[src/rtl/mem_pkg.sv]
// Shared types and encodings for the CPU-side memory responder.
package mem_pkg;
  typedef enum logic [2:0] {S_IDLE, S_ISSUE0, S_ISSUE1, S_CAP, S_DONE} state_t;

  localparam logic [1:0] MW_NONE = 2'b00;
  localparam logic [1:0] MW_WORD = 2'b01;
  localparam logic [1:0] MW_BYTE = 2'b10;

  localparam logic DTYPE_DW = 1'b1;
  localparam logic DTYPE_W  = 1'b0;
endpackage

[src/rtl/mem_responder_if.sv]
// CPU request/response bundle; master is the CPU, slave is the responder.
interface mem_responder_if #(parameter int N = 64);
  logic [N-1:0] dataadr;
  logic [N-1:0] writedata;
  logic [1:0]   memwrite;
  logic         memrd;
  logic         dtype;
  logic [N-1:0] readdata;
  logic         memready;
  logic         busy;
  logic         misalign;

  modport master (output dataadr, writedata, memwrite, memrd, dtype,
                  input  readdata, memready, busy, misalign);
  modport slave  (input  dataadr, writedata, memwrite, memrd, dtype,
                  output readdata, memready, busy, misalign);
endinterface

[src/rtl/mem_lane.sv]
// Byte-enable and write-data lane steering for one SRAM beat (combinational).
module mem_lane
  import mem_pkg::*;
#(
  parameter int N = 64
) (
  input  logic [1:0]   kind,
  input  logic         dtype,
  input  logic [1:0]   adr_lo,
  input  logic         beat,
  input  logic [N-1:0] writedata,
  output logic [3:0]   be,
  output logic [31:0]  wdata
);
  always_comb begin
    be    = 4'b1111;
    wdata = writedata[31:0];
    if (kind == MW_BYTE) begin
      be    = 4'b0001 << adr_lo;
      wdata = {4{writedata[7:0]}};
    end else if (dtype == DTYPE_DW && beat) begin
      wdata = writedata[63:32];
    end
  end
endmodule

[src/rtl/mem_responder.sv]
// Serves CPU loads/stores from a 32-bit synchronous SRAM, doublewords in two beats.
// Alignment checking is compiled in with MEMRESP_ALIGN_CHK_EN.
module mem_responder
  import mem_pkg::*;
#(
  parameter int N  = 64,
  parameter int AW = 12
) (
  input  logic          clk,
  input  logic          reset,
  mem_responder_if.slave cpu,
  output logic [AW-1:0] sram_addr,
  output logic [31:0]   sram_wdata,
  output logic          sram_we,
  output logic [3:0]    sram_be,
  input  logic [31:0]   sram_rdata
);
  state_t        state, state_nxt;
  logic [AW+1:0] adr_q;
  logic [N-1:0]  wdat_q;
  logic [1:0]    kind_q;
  logic          dw_q, wr_q, bad_q;
  logic [N-1:0]  readdata_q;
  logic          misalign_q;

  logic          req, dw_in, bad_in, issue, beat;
  logic [1:0]    kind_in;
  logic [AW-1:0] w0, w1;
  logic [3:0]    lane_be;
  logic [31:0]   lane_wdata;
  logic          unused_adr;

  assign unused_adr = ^cpu.dataadr[N-1:AW+2];

  // 11 behaves as 01; a simultaneous read is dropped in favour of the write.
  assign kind_in = (cpu.memwrite == MW_BYTE) ? MW_BYTE :
                   (cpu.memwrite != MW_NONE) ? MW_WORD : MW_NONE;
  assign req     = cpu.memrd || (cpu.memwrite != MW_NONE);
  assign dw_in   = (cpu.dtype == DTYPE_DW) && (kind_in != MW_BYTE);

`ifdef MEMRESP_ALIGN_CHK_EN
  assign bad_in = dw_in ? (|cpu.dataadr[2:0])
                        : ((kind_in != MW_BYTE) && (|cpu.dataadr[1:0]));
`else
  assign bad_in = 1'b0;
`endif

  assign w0 = dw_q ? {adr_q[AW+1:3], 1'b0} : adr_q[AW+1:2];
  assign w1 = w0 + {{(AW-1){1'b0}}, 1'b1};

  mem_lane #(.N(N)) u_lane (
    .kind      (kind_q),
    .dtype     (dw_q),
    .adr_lo    (adr_q[1:0]),
    .beat      (beat),
    .writedata (wdat_q),
    .be        (lane_be),
    .wdata     (lane_wdata)
  );

  always_ff @(posedge clk or negedge reset) begin
    if (!reset) begin
      state      <= S_IDLE;
      adr_q      <= '0;
      wdat_q     <= '0;
      kind_q     <= MW_NONE;
      dw_q       <= 1'b0;
      wr_q       <= 1'b0;
      bad_q      <= 1'b0;
      readdata_q <= '0;
      misalign_q <= 1'b0;
    end else begin
      state <= state_nxt;
      if (state == S_IDLE && req) begin
        adr_q  <= cpu.dataadr[AW+1:0];
        wdat_q <= cpu.writedata;
        kind_q <= kind_in;
        dw_q   <= dw_in;
        wr_q   <= (kind_in != MW_NONE);
        bad_q  <= bad_in;
        if (bad_in) misalign_q <= 1'b1;
      end
      // SRAM data lags the address by one cycle, so beats land in ISSUE1/CAP.
      if (state == S_ISSUE1 && !wr_q) readdata_q[31:0] <= sram_rdata;
      if (state == S_CAP) begin
        if (dw_q) readdata_q[63:32] <= sram_rdata;
        else      readdata_q        <= {{(N-32){1'b0}}, sram_rdata};
      end
    end
  end

  always_comb begin
    state_nxt  = state;
    issue      = 1'b0;
    beat       = 1'b0;
    sram_addr  = '0;
    sram_we    = 1'b0;
    sram_be    = 4'b0000;
    sram_wdata = '0;
    case (state)
      S_IDLE:   if (req) state_nxt = S_ISSUE0;
      S_ISSUE0: begin
        issue     = 1'b1;
        sram_addr = w0;
        state_nxt = dw_q ? S_ISSUE1 : (wr_q ? S_DONE : S_CAP);
      end
      S_ISSUE1: begin
        issue     = 1'b1;
        beat      = 1'b1;
        sram_addr = w1;
        state_nxt = wr_q ? S_DONE : S_CAP;
      end
      S_CAP:    state_nxt = S_DONE;
      S_DONE:   state_nxt = S_IDLE;
      default:  state_nxt = S_IDLE;
    endcase
    if (issue && wr_q) begin
      sram_we    = !bad_q;
      sram_be    = lane_be;
      sram_wdata = lane_wdata;
    end
  end

  assign cpu.readdata = readdata_q;
  assign cpu.memready = (state == S_DONE);
  assign cpu.busy     = (state != S_IDLE);
  assign cpu.misalign = misalign_q;
endmodule

[src/flat_wrapper.sv]
// flat-port wrapper written by rule: the top's interface ports become plain ports
module mem_responder_flat import mem_pkg::*;
#(
  parameter int N  = 64,
  parameter int AW = 12
)
  (clk, reset, sram_addr, sram_wdata, sram_we, sram_be, sram_rdata, cpu_dataadr, cpu_writedata, cpu_memwrite, cpu_memrd, cpu_dtype, cpu_readdata, cpu_memready, cpu_busy, cpu_misalign);
  mem_responder_if #(.N(N)) cpu_i ();
  input  logic clk;
  input  logic reset;
  output logic [AW-1:0] sram_addr;
  output logic [31:0] sram_wdata;
  output logic sram_we;
  output logic [3:0] sram_be;
  input  logic [31:0] sram_rdata;
  input wire logic [$bits(cpu_i.dataadr)-1:0] cpu_dataadr;
  input wire logic [$bits(cpu_i.writedata)-1:0] cpu_writedata;
  input wire logic [$bits(cpu_i.memwrite)-1:0] cpu_memwrite;
  input wire logic [$bits(cpu_i.memrd)-1:0] cpu_memrd;
  input wire logic [$bits(cpu_i.dtype)-1:0] cpu_dtype;
  output wire logic [$bits(cpu_i.readdata)-1:0] cpu_readdata;
  output wire logic [$bits(cpu_i.memready)-1:0] cpu_memready;
  output wire logic [$bits(cpu_i.busy)-1:0] cpu_busy;
  output wire logic [$bits(cpu_i.misalign)-1:0] cpu_misalign;
  assign cpu_i.dataadr = cpu_dataadr;
  assign cpu_i.writedata = cpu_writedata;
  assign cpu_i.memwrite = cpu_memwrite;
  assign cpu_i.memrd = cpu_memrd;
  assign cpu_i.dtype = cpu_dtype;
  assign cpu_readdata = cpu_i.readdata;
  assign cpu_memready = cpu_i.memready;
  assign cpu_busy = cpu_i.busy;
  assign cpu_misalign = cpu_i.misalign;
  mem_responder #(.N(N), .AW(AW)) u_core (.clk(clk), .reset(reset), .cpu(cpu_i), .sram_addr(sram_addr), .sram_wdata(sram_wdata), .sram_we(sram_we), .sram_be(sram_be), .sram_rdata(sram_rdata));
endmodule
[config.mk]
export PLATFORM = sky130hd
export DESIGN_NAME = mem_responder_flat
export DESIGN_NICKNAME = d
export VERILOG_FILES = /design/src/rtl/mem_pkg.sv /design/src/rtl/mem_responder_if.sv /design/src/rtl/mem_lane.sv /design/src/rtl/mem_responder.sv /design/src/flat_wrapper.sv
export SDC_FILE = /design/constraint.sdc
export NUM_CORES = 1
export LEC_CHECK = 0
export CAP_MARGIN = 30
export CORE_UTILIZATION = 47
export CTS_CLUSTER_DIAMETER = 150
export CTS_CLUSTER_SIZE = 24
export DETAILED_ROUTE_END_ITERATION = 6
export PLACE_DENSITY = 0.86
export SETUP_SLACK_MARGIN = 0.4
export SYNTH_ARGS = -nofsm -noshare
export SYNTH_HDL_FRONTEND = slang
export SYNTH_SLANG_ARGS = --single-unit
[constraint.sdc]
create_clock -name clk -period 3.7 [get_ports clk]
set_input_delay 0.74 -clock clk [delete_from_list [all_inputs] [get_ports clk]]
set_output_delay 0.74 -clock clk [all_outputs]
set_load 0.05 [all_outputs]
==> flow_summary.json, run 1 <==
{
  "status": "finished, final reports clean",
  "start_util_pct": 48.1,
  "crit_family": "compound AO/OA/AOI/OAI gates",
  "p_per_area_nw_per_um2": 1130,
  "io_pins": 282,
  "finalHoldViolations": 0,
  "cts-root-buf": "clkbuf_16",
  "seq_area_um2": 3730,
  "peakVddDrop_mv": 0.728,
  "fmax_mhz": 303,
  "fillers": 990,
  "synthSimpleGateAreaFrac_pct": 12.2,
  "synth_xor_area_share_pct": 0.251,
  "core_um2": 14500,
  "cts-htree-levels": 4,
  "multi_input_area_um2": 2950,
  "die_area_um2": 15400,
  "die_x_um": 124,
  "track_usage_pct": 25.6,
  "fin_hold_ws_ns": 0.314,
  "relSlewSlack_pct": 47.1,
  "synth.yosys.seq_area_share_pct": 53.3,
  "synth_top_cell_by_area": "dfrtp_1",
  "synthAdderAreaFrac_pct": 0.179,
  "async_flop_share_pct": 100,
  "synth_top_family_by_area": "multiplexers",
  "synth_warnings": 0,
  "r2r_slack_ns": 1.32,
  "crit_chain": "nand2b_2, buf_4, o21ai_0, a31oi_1, buf_12",
  "worst-path-max-fanout": 24,
  "synth_common_cells": "149 x dfrtp_1, 140 x nand2_1, 58 x o21ai_0",
  "clockBufferDepth": 2,
  "fin_crit_sh_pct": 89.1,
  "clkSinkCount": 149,
  "path_class": "register to output port",
  "grt_overflow": 0,
  "grt_first_pass_wirelength_um": 29100,
  "fin_crit_ns": 3.30,
  "crit_required_ns": 2.96,
  "end_kind": "output port",
  "avgRoutedWirePerCell_um": 18.2,
  "dr.pass1.iters": 4,
  "synth.most_common_cell": "dfrtp_1",
  "antennaDiodeCount": 0,
  "portBuffers": 230,
  "place_area_um2": 9580,
  "hold_class": "input port to async pin",
  "fin_skew_ns": 0.0157,
  "avgViaCountPerCell": 5.36,
  "gpl.final_weighted_congestion": 0.816,
  "timing.critical_path.buf_inv": 2,
  "cts_tree": "done",
  "synth_ff_type": "dfrtp_1",
  "clk_pin_slew_ns": 0.06,
  "slew_violations": 0,
  "ys_types": 46,
  "vias": 5564,
  "synth_compound_area_share_pct": 8.86,
  "num_rows": 44,
  "synth_cells": 614,
  "drt_iter0_drc": 326,
  "nets": 1009,
  "cpMaxStageDelayCell": "o21ai_0",
  "drc": 0,
  "totalWireLength_um": 18900,
  "rsz0062_at_grt": "yes",
  "synth_area_um2": 6990,
  "setup_ws_ns": 0.404,
  "final_layout_size_suffix_gt1_share_pct": 25.1,
  "slowest_delay_ns": 0.59,
  "die_y_um": 124,
  "synth_edf_count": 0,
  "final_area_um2": 10300,
  "worst_slew_pin_slew_ns": 0.785,
  "syn_avg_cell_area_um2": 11.4,
  "antenna_found_initial": 0,
  "cap_viol_max_count": 0,
  "yosys.area.top_type_share_pct": 53.3,
  "grt_pass1_vias": 5532,
  "setup_viol": 0,
  "ys_ff_latch": 149,
  "cts_hold_buf": 0,
  "synth_fp_nets": 781,
  "syn_to_final_growth_pct": 47.4,
  "grt_max_degree": 83,
  "cts_inserted_buffers": 17,
  "tns_ns": 0,
  "synth_area_leaders": "dfrtp_1 53%, mux2_4 11%, mux2_2 9.0%",
  "leakage_uw": 0.00447,
  "synthMuxAreaShare_pct": 20.1,
  "critPathLaunchType": "register",
  "worstPathArrival_ns": 2.56,
  "clock_latency_ns": 0.43,
  "dpl.hpwl_um": 12900,
  "place_ws_ns": 0.555,
  "ant_nets": 0
}
## cell families (layout without fill, tap and decap cells)
logic type,count (synthesis),count (layout)
multiplexers,108,108
XOR/XNOR,2,2
AO/OA/AOI/OAI,112,112
buffers and inverters,49,290
other,1,1
AND/OR/NAND/NOR,192,192
flip-flops,149,149
adder cells (fa/ha/maj),1,1
## per-layer routing
| layer | up-vias | GRT usage (%) | wire [um] |
|---|---|---|---|
| met5 | - | 0 | 0 |
| li1 | 2583 | - | - |
| met4 | 0 | 9.67 | 435 |
| met3 | 33 | 9.62 | 1710 |
| met2 | 224 | 42.6 | 9440 |
| met1 | 2724 | 29.9 | 7370 |
## what timing repair did
action,CTS,global route
buffers inserted,3,5
endpoints found under the setup margin,32,39
resized for setup,7,17
## cell type report
class                   instances  area share [%]
clock buffers                  17            4.13
clock inverters                15            2.03
inverters                       9           0.328
multi-input cells             416            28.6
flip-flops and latches        149            36.2
well taps                     184            2.23
repair buffers                249            26.5
## stage by stage
| stage | util, % | cells | total power (uW) |
|---|---|---|---|
| floorplan | - | 614 | 7420 |
| global placement | 65.9 | 999 | 9550 |
| detailed placement | 65.9 | 999 | 9690 |
| CTS | 70.5 | 1034 | 11600 |
| global route | 70.9 | 1039 | 12200 |
| finish | 70.9 | 1039 | 11600 |
## path summary, 6_finish.rpt
kind | start | end | cells past startpoint
setup / recovery | u_core.kind_q[0] | sram_wdata[18] | 5
setup reg to reg | u_core.state[0] | u_core.adr_q[4] | 6
hold reg to reg | u_core.cpu.readdata[42] | u_core.cpu.readdata[42] | 2
max in group asynchronous | reset | u_core.adr_q[5] | 2
hold / removal | reset | u_core.wdat_q[10] | 1
min in group clk | u_core.cpu.readdata[42] | u_core.cpu.readdata[42] | 2
## report_power, final
part / internal [uW] / total, uW / leakage [uW] / switching [uW]
clock network: 1090 / 1850 / 0.000308 / 762
registers: 2440 / 3010 / 0.00179 / 569
logic: 2810 / 6750 / 0.00238 / 3940
total: 6340 / 11600 / 0.00447 / 5270
## registers in the layout, indices dropped and copies added, names as in the netlist
name / flops
u_core.wr_q: 1
u_core.dw_q: 1
u_core.adr_q: 14
u_core.state: 3
u_core.wdat_q: 64
u_core.cpu.readdata: 64
u_core.kind_q: 2
## cell usage in the layout, fill, tap and decap left out, drive strengths merged, types with 3 or more instances in the layout
cell and count:
nor3b 4, inv 17, a31oi 26, dfrtp 149, nand2 141, nand3 13, o21ai 59, a22o 3
o31ai 3, nand4 3, clkbuf 19, buf 60, clkinv 3, a21oi 17, mux2 107, nor3 5
clkdlybuf4s50 185, nor2 12, nor2b 3, bufinv 3
Note: power is estimated with default switching activity, not from simulation.
==> run 2, diff against run 1 <==
Settings changed: CORE_ASPECT_RATIO from default to 1.5, CORE_UTILIZATION 47 to 48, CTS_BUF_LIST from default to sky130_fd_sc_hd__clkbuf_2, CTS_CLUSTER_DIAMETER 150 to 200, PLACE_DENSITY 0.86 to 0.88.
==> run 2 against run 1 <==
  * Clock power shrank 52%
  * Critical path depth grew 1
  * Combinational power is 3% higher
  * Non-clock buffer count is 6 higher
  * First-iteration DRC count down 38%
  * Setup slack improved by 0.039 ns
  * Via count up 0.63%
  * Utilization grew 1.1 points
  * Largest cell class unchanged
  * Largest power group unchanged
==> flow_summary.json, run 2 (synthesis results as in run 1) <==
{
  "clock_latency_ns": 0.68,
  "fin_skew_ns": 0.0480,
  "mostFrequentLayoutCells": "180 x clkdlybuf4s50_1, 146 x dfrtp_1, 138 x nand2_1",
  "num_rows": 53,
  "place_area_um2": 9580,
  "clockBufferDepth": 2,
  "rsz0062_at_grt": "yes",
  "track_usage_pct": 24.7,
  "slew_violations": 0,
  "final_layout_size_suffix_gt1_share_pct": 29.7,
  "setup_ws_ns": 0.442,
  "nets": 1015,
  "final_area_um2": 10200,
  "fin_crit_ns": 3.26,
  "cts-htree-levels": 4,
  "relSlewSlack_pct": 32.5,
  "tns_ns": 0,
  "drt_iter0_drc": 201,
  "fmax_mhz": 307,
  "layout_commonest_cell": "clkdlybuf4s50_1",
  "vias": 5599,
  "io_pins": 282,
  "place_ws_ns": 0.426,
  "cts-root-buf": "clkbuf_2",
  "worst-path-max-fanout": 10,
  "dpl.hpwl_um": 13000,
  "clkSinkCount": 149,
  "drc": 0,
  "syn_to_final_growth_pct": 45.5,
  "cap_viol_max_count": 0,
  "status": "finished, final reports clean",
  "clk_pin_slew_ns": 0.24,
  "peakVddDrop_mv": 0.542,
  "fillers": 977,
  "die_area_um2": 15100,
  "cts_tree": "done",
  "setup_viol": 0,
  "hold_class": "input port to async pin",
  "grt_pass1_vias": 5743,
  "grt_first_pass_wirelength_um": 28600,
  "worstPathArrival_ns": 2.52,
  "leakage_uw": 0.00433,
  "final_util_pct": 72.0,
  "crit_required_ns": 2.96,
  "antenna_found_initial": 1,
  "path_class": "register to output port",
  "dr.pass1.iters": 4,
  "critPathLaunchType": "register",
  "finalHoldViolations": 0,
  "avgRoutedWirePerCell_um": 18.0,
  "worst_slew_pin_slew_ns": 1.01,
  "grt_overflow": 0,
  "gpl.final_weighted_congestion": 0.852,
  "start_util_pct": 49.5,
  "fin_crit_sh_pct": 88.0,
  "cts_inserted_buffers": 17,
  "avgViaCountPerCell": 5.31,
  "portBuffers": 230,
  "totalWireLength_um": 19000,
  "ant_nets": 0,
  "die_x_um": 101,
  "cts_hold_buf": 0,
  "core_um2": 14100,
  "grt_max_degree": 88,
  "die_y_um": 150,
  "r2r_slack_ns": 1.66,
  "p_per_area_nw_per_um2": 1060,
  "end_kind": "output port"
}
run 2: path summary, 6_finish.rpt:
| path | startpoint | cells past startpoint | end |
|---|---|---|---|
| worst min-delay path | reset | 1 | u_core.adr_q[11] |
| worst max-delay path | u_core.state[2] | 6 | sram_wdata[22] |
| worst max register to register | u_core.state[2] | 6 | u_core.wdat_q[63] |
| worst min register to register | u_core.cpu.readdata[63] | 2 | u_core.cpu.readdata[63] |
| min in group clk | u_core.cpu.readdata[63] | 2 | u_core.cpu.readdata[63] |
| max in group asynchronous | reset | 2 | u_core.cpu.readdata[2] |
run 2: layer usage:
layer	share of wire [%]	track usage (%)	routed length (um)	up-vias
met5	0	0	0	-
met4	3.4	10.1	652	0
met3	5.5	5.60	1050	39
met2	54	44.2	10300	225
met1	37	28.1	6990	2736
li1	-	-	-	2599
run 2: where the power goes:
group | switching, uW | total (uW) | internal [uW]
logic | 4080 | 6950 | 2870
registers | 549 | 2970 | 2420
clock network | 634 | 894 | 260
total | 5270 | 10800 | 5550
run 2: worst max-delay path, cell delays in order, from the launching register on:
cell and delay [ns]:
dfrtp_1 0.44, buf_4 0.19, nand3b_1 0.24, inv_2 0.19
o21ai_1 0.23, a31oi_1 0.37, buf_12 0.19
run 2: through the flow:
step	hold WS [ns]	total power, uW	cells
2_1_floorplan	0.444	7420	614
3_3_place_gp	0.461	9510	1007
3_5_place_dp	0.471	9660	1007
4_1_cts	0.0637	10600	1046
5_1_grt	0.0627	11300	1054
6_report	0.0850	10800	1055
run 2: what timing repair did:
item	4_1_cts	5_1_grt
setup endpoints to repair	47	44
resized for setup	38	49
pin swaps	1	1
cloned	0	1
endpoints found under the hold margin	0	0
setup buffers	7	6
run 2: layout make-up:
class | count | area [um^2] | share of cell area [%]
sequential | 149 | 3730 | 36.7
multi-input combinational | 416 | 3150 | 31.0
timing repair buffer | 255 | 2780 | 27.3
tap | 192 | 240 | 2.36
clock inverter | 15 | 145 | 1.43
clock buffer | 17 | 85.1 | 0.836
inverter | 9 | 33.8 | 0.332
antenna | 2 | 5.00 | 0.0492
==> run 3, diff against run 2 <==
Settings changed: CORE_UTILIZATION 48 to 44, CTS_BUF_LIST sky130_fd_sc_hd__clkbuf_2 to default, PLACE_DENSITY 0.88 to 0.81.
Clock period 3.7 ns to 3.65 ns, I/O delays scaled along.
==> run 3 against run 2 <==
  * First-iteration DRC count increased by 69%
  * Power is 7.2% higher
  * Final area grew 0.73%
  * Largest cell class unchanged
  * Hold slack better by 0.26 ns
  * Register-to-register slack got worse by 0.52 ns
  * Global-route usage decreased by 1.5 points
  * Critical endpoint is now sram_wdata[14]
  * Sequential power about the same
  * Wire length is 2.3% lower
  * Critical path type unchanged
  * Via count is 1.8% lower
==> flow_summary.json, run 3 (synthesis results as in run 1) <==
{
  "num_rows": 56,
  "die_y_um": 156,
  "cts_hold_buf": 0,
  "critPathLaunchType": "register",
  "setup.worst_path.end": "sram_wdata[14]",
  "rr_startpoint": "u_core.state[0]",
  "leakage_uw": 0.00442,
  "finalHoldViolations": 0,
  "cts-htree-levels": 4,
  "tns_ns": 0,
  "r2r_cells": 6,
  "slowest_delay_ns": 0.43,
  "end_kind": "output port",
  "grt_pass1_vias": 5611,
  "avgRoutedWirePerCell_um": 17.6,
  "fin_crit_ns": 3.12,
  "track_usage_pct": 23.2,
  "status": "finished, final reports clean",
  "fillers": 1192,
  "fmax_mhz": 320,
  "syn_to_final_growth_pct": 46.5,
  "seq_area_um2": 3730,
  "setup_viol": 0,
  "io_pins": 282,
  "setup_ws_ns": 0.529,
  "vias": 5500,
  "worstPathArrival_ns": 2.39,
  "rsz0062_at_grt": "yes",
  "peakVddDrop_mv": 0.611,
  "ant_nets": 0,
  "fin_skew_ns": 0.0112,
  "p_per_area_nw_per_um2": 1130,
  "cts_tree": "done",
  "antenna_found_initial": 0,
  "slew_violations": 0,
  "mostFrequentLayoutCells": "181 x clkdlybuf4s50_1, 148 x dfrtp_1, 139 x nand2_1",
  "fin_crit_sh_pct": 85.5,
  "clkSinkCount": 149,
  "worst-path-max-fanout": 13,
  "totalWireLength_um": 18500,
  "nets": 1004,
  "timing.critical_path.buf_inv": 4,
  "cp-startpoint": "u_core.state[0]",
  "clock_latency_ns": 0.42,
  "crit_chain": "buf_4, xor2_1, nand3b_1, buf_4, inv_2, o21ai_1, a31oi_1, buf_12",
  "gpl.final_weighted_congestion": 0.847,
  "dr.pass1.iters": 4,
  "die_x_um": 105,
  "clk_pin_slew_ns": 0.06,
  "die_area_um2": 16400,
  "antennaDiodeCount": 0,
  "path_class": "register to output port",
  "multi_input_area_um2": 2960,
  "crit_required_ns": 2.92,
  "clockBufferDepth": 2,
  "drt_iter0_drc": 339,
  "cts_inserted_buffers": 17,
  "hold_class": "input port to async pin",
  "grt_overflow": 0,
  "crit_top_cell": "buf_4",
  "core_um2": 15600,
  "dpl.hpwl_um": 13000,
  "drc": 0,
  "avgViaCountPerCell": 5.22,
  "portBuffers": 230,
  "grt_first_pass_wirelength_um": 29100,
  "cts-root-buf": "clkbuf_16",
  "worst_slew_pin_slew_ns": 0.994,
  "place_ws_ns": 0.586,
  "cpMaxStageDelayCell": "dfrtp_2",
  "layout_commonest_cell": "clkdlybuf4s50_1",
  "crit_family": "buffers and inverters",
  "relSlewSlack_pct": 33.5,
  "cap_viol_max_count": 0,
  "rr_endpoint": "u_core.wdat_q[8]",
  "final_layout_size_suffix_gt1_share_pct": 24.8,
  "r2r_slack_ns": 1.14,
  "grt_max_degree": 79,
  "crit_cells": 8,
  "start_util_pct": 44.9
}
[run 3: changes by cell type in the layout (fill, tap and decap cells not counted), moves of 3 or more]
cell / previous run / this run
a31oi_1: 4 / 23
a31oi_2: 21 / 3
buf_4: 31 / 24
clkbuf_16: 1 / 17
clkbuf_2: 19 / 2
clkdlybuf4s15_2: 3 / 0
nor3_1: 1 / 4
nor3_2: 3 / 0
o21ai_2: 3 / 0
[run 3: through the flow]
step / cell area [um^2] / total power [uW] / utilization [%] / std cells / hold slack, ns
finish: 10200 / 11600 / 65.9 / 1053 / 0.342
global route: 10200 / 12100 / 65.9 / 1053 / 0.392
CTS: 10200 / 11600 / 65.8 / 1053 / 0.358
detailed placement: 9610 / 9830 / 61.8 / 1019 / 0.469
global placement: 9610 / 9700 / 61.8 / 1019 / 0.460
floorplan: 6990 / 7520 / - / 614 / 0.434
[run 3: routing by layer]
| layer | track usage [%] | routed length, um |
|---|---|---|
| met1 | 25.5 | 7050 |
| met2 | 40.6 | 9640 |
| met3 | 5.79 | 993 |
| met4 | 13.8 | 843 |
| met5 | 0 | 0 |
[run 3: worst min path at each step]
stage                              endpoint  depth (start not counted)  slack, ns                     from
floorplan                   u_core.adr_q[0]                          0       0.43                    reset
finish               u_core.cpu.readdata[6]                          1       0.34                    reset
global placement    u_core.cpu.readdata[40]                          2       0.46  u_core.cpu.readdata[40]
CTS                         u_core.adr_q[1]                          1       0.36                    reset
detailed placement  u_core.cpu.readdata[33]                          2       0.47  u_core.cpu.readdata[33]
global route         u_core.cpu.readdata[6]                          1       0.39                    reset
[run 3: area by class of cell]
type                            instances  area share, %
Clock inverter                         14           1.61
Timing Repair Buffer                  244           26.0
Multi-Input combinational cell        416           28.8
Clock buffer                           18           4.29
Inverter                                9          0.330
Sequential cell                       149           36.4
Tap cell                              203           2.48
[run 3: report_power, final]
group | switching, uW | internal [uW]
Sequential | 532 | 2470
Combinational | 4020 | 2790
Clock | 734 | 1040
[run 3: timing repair]
item                                    4_1_cts  5_1_grt
endpoints found under the setup margin       27       34
setup buffers                                 2        0
resized for setup                            15       12
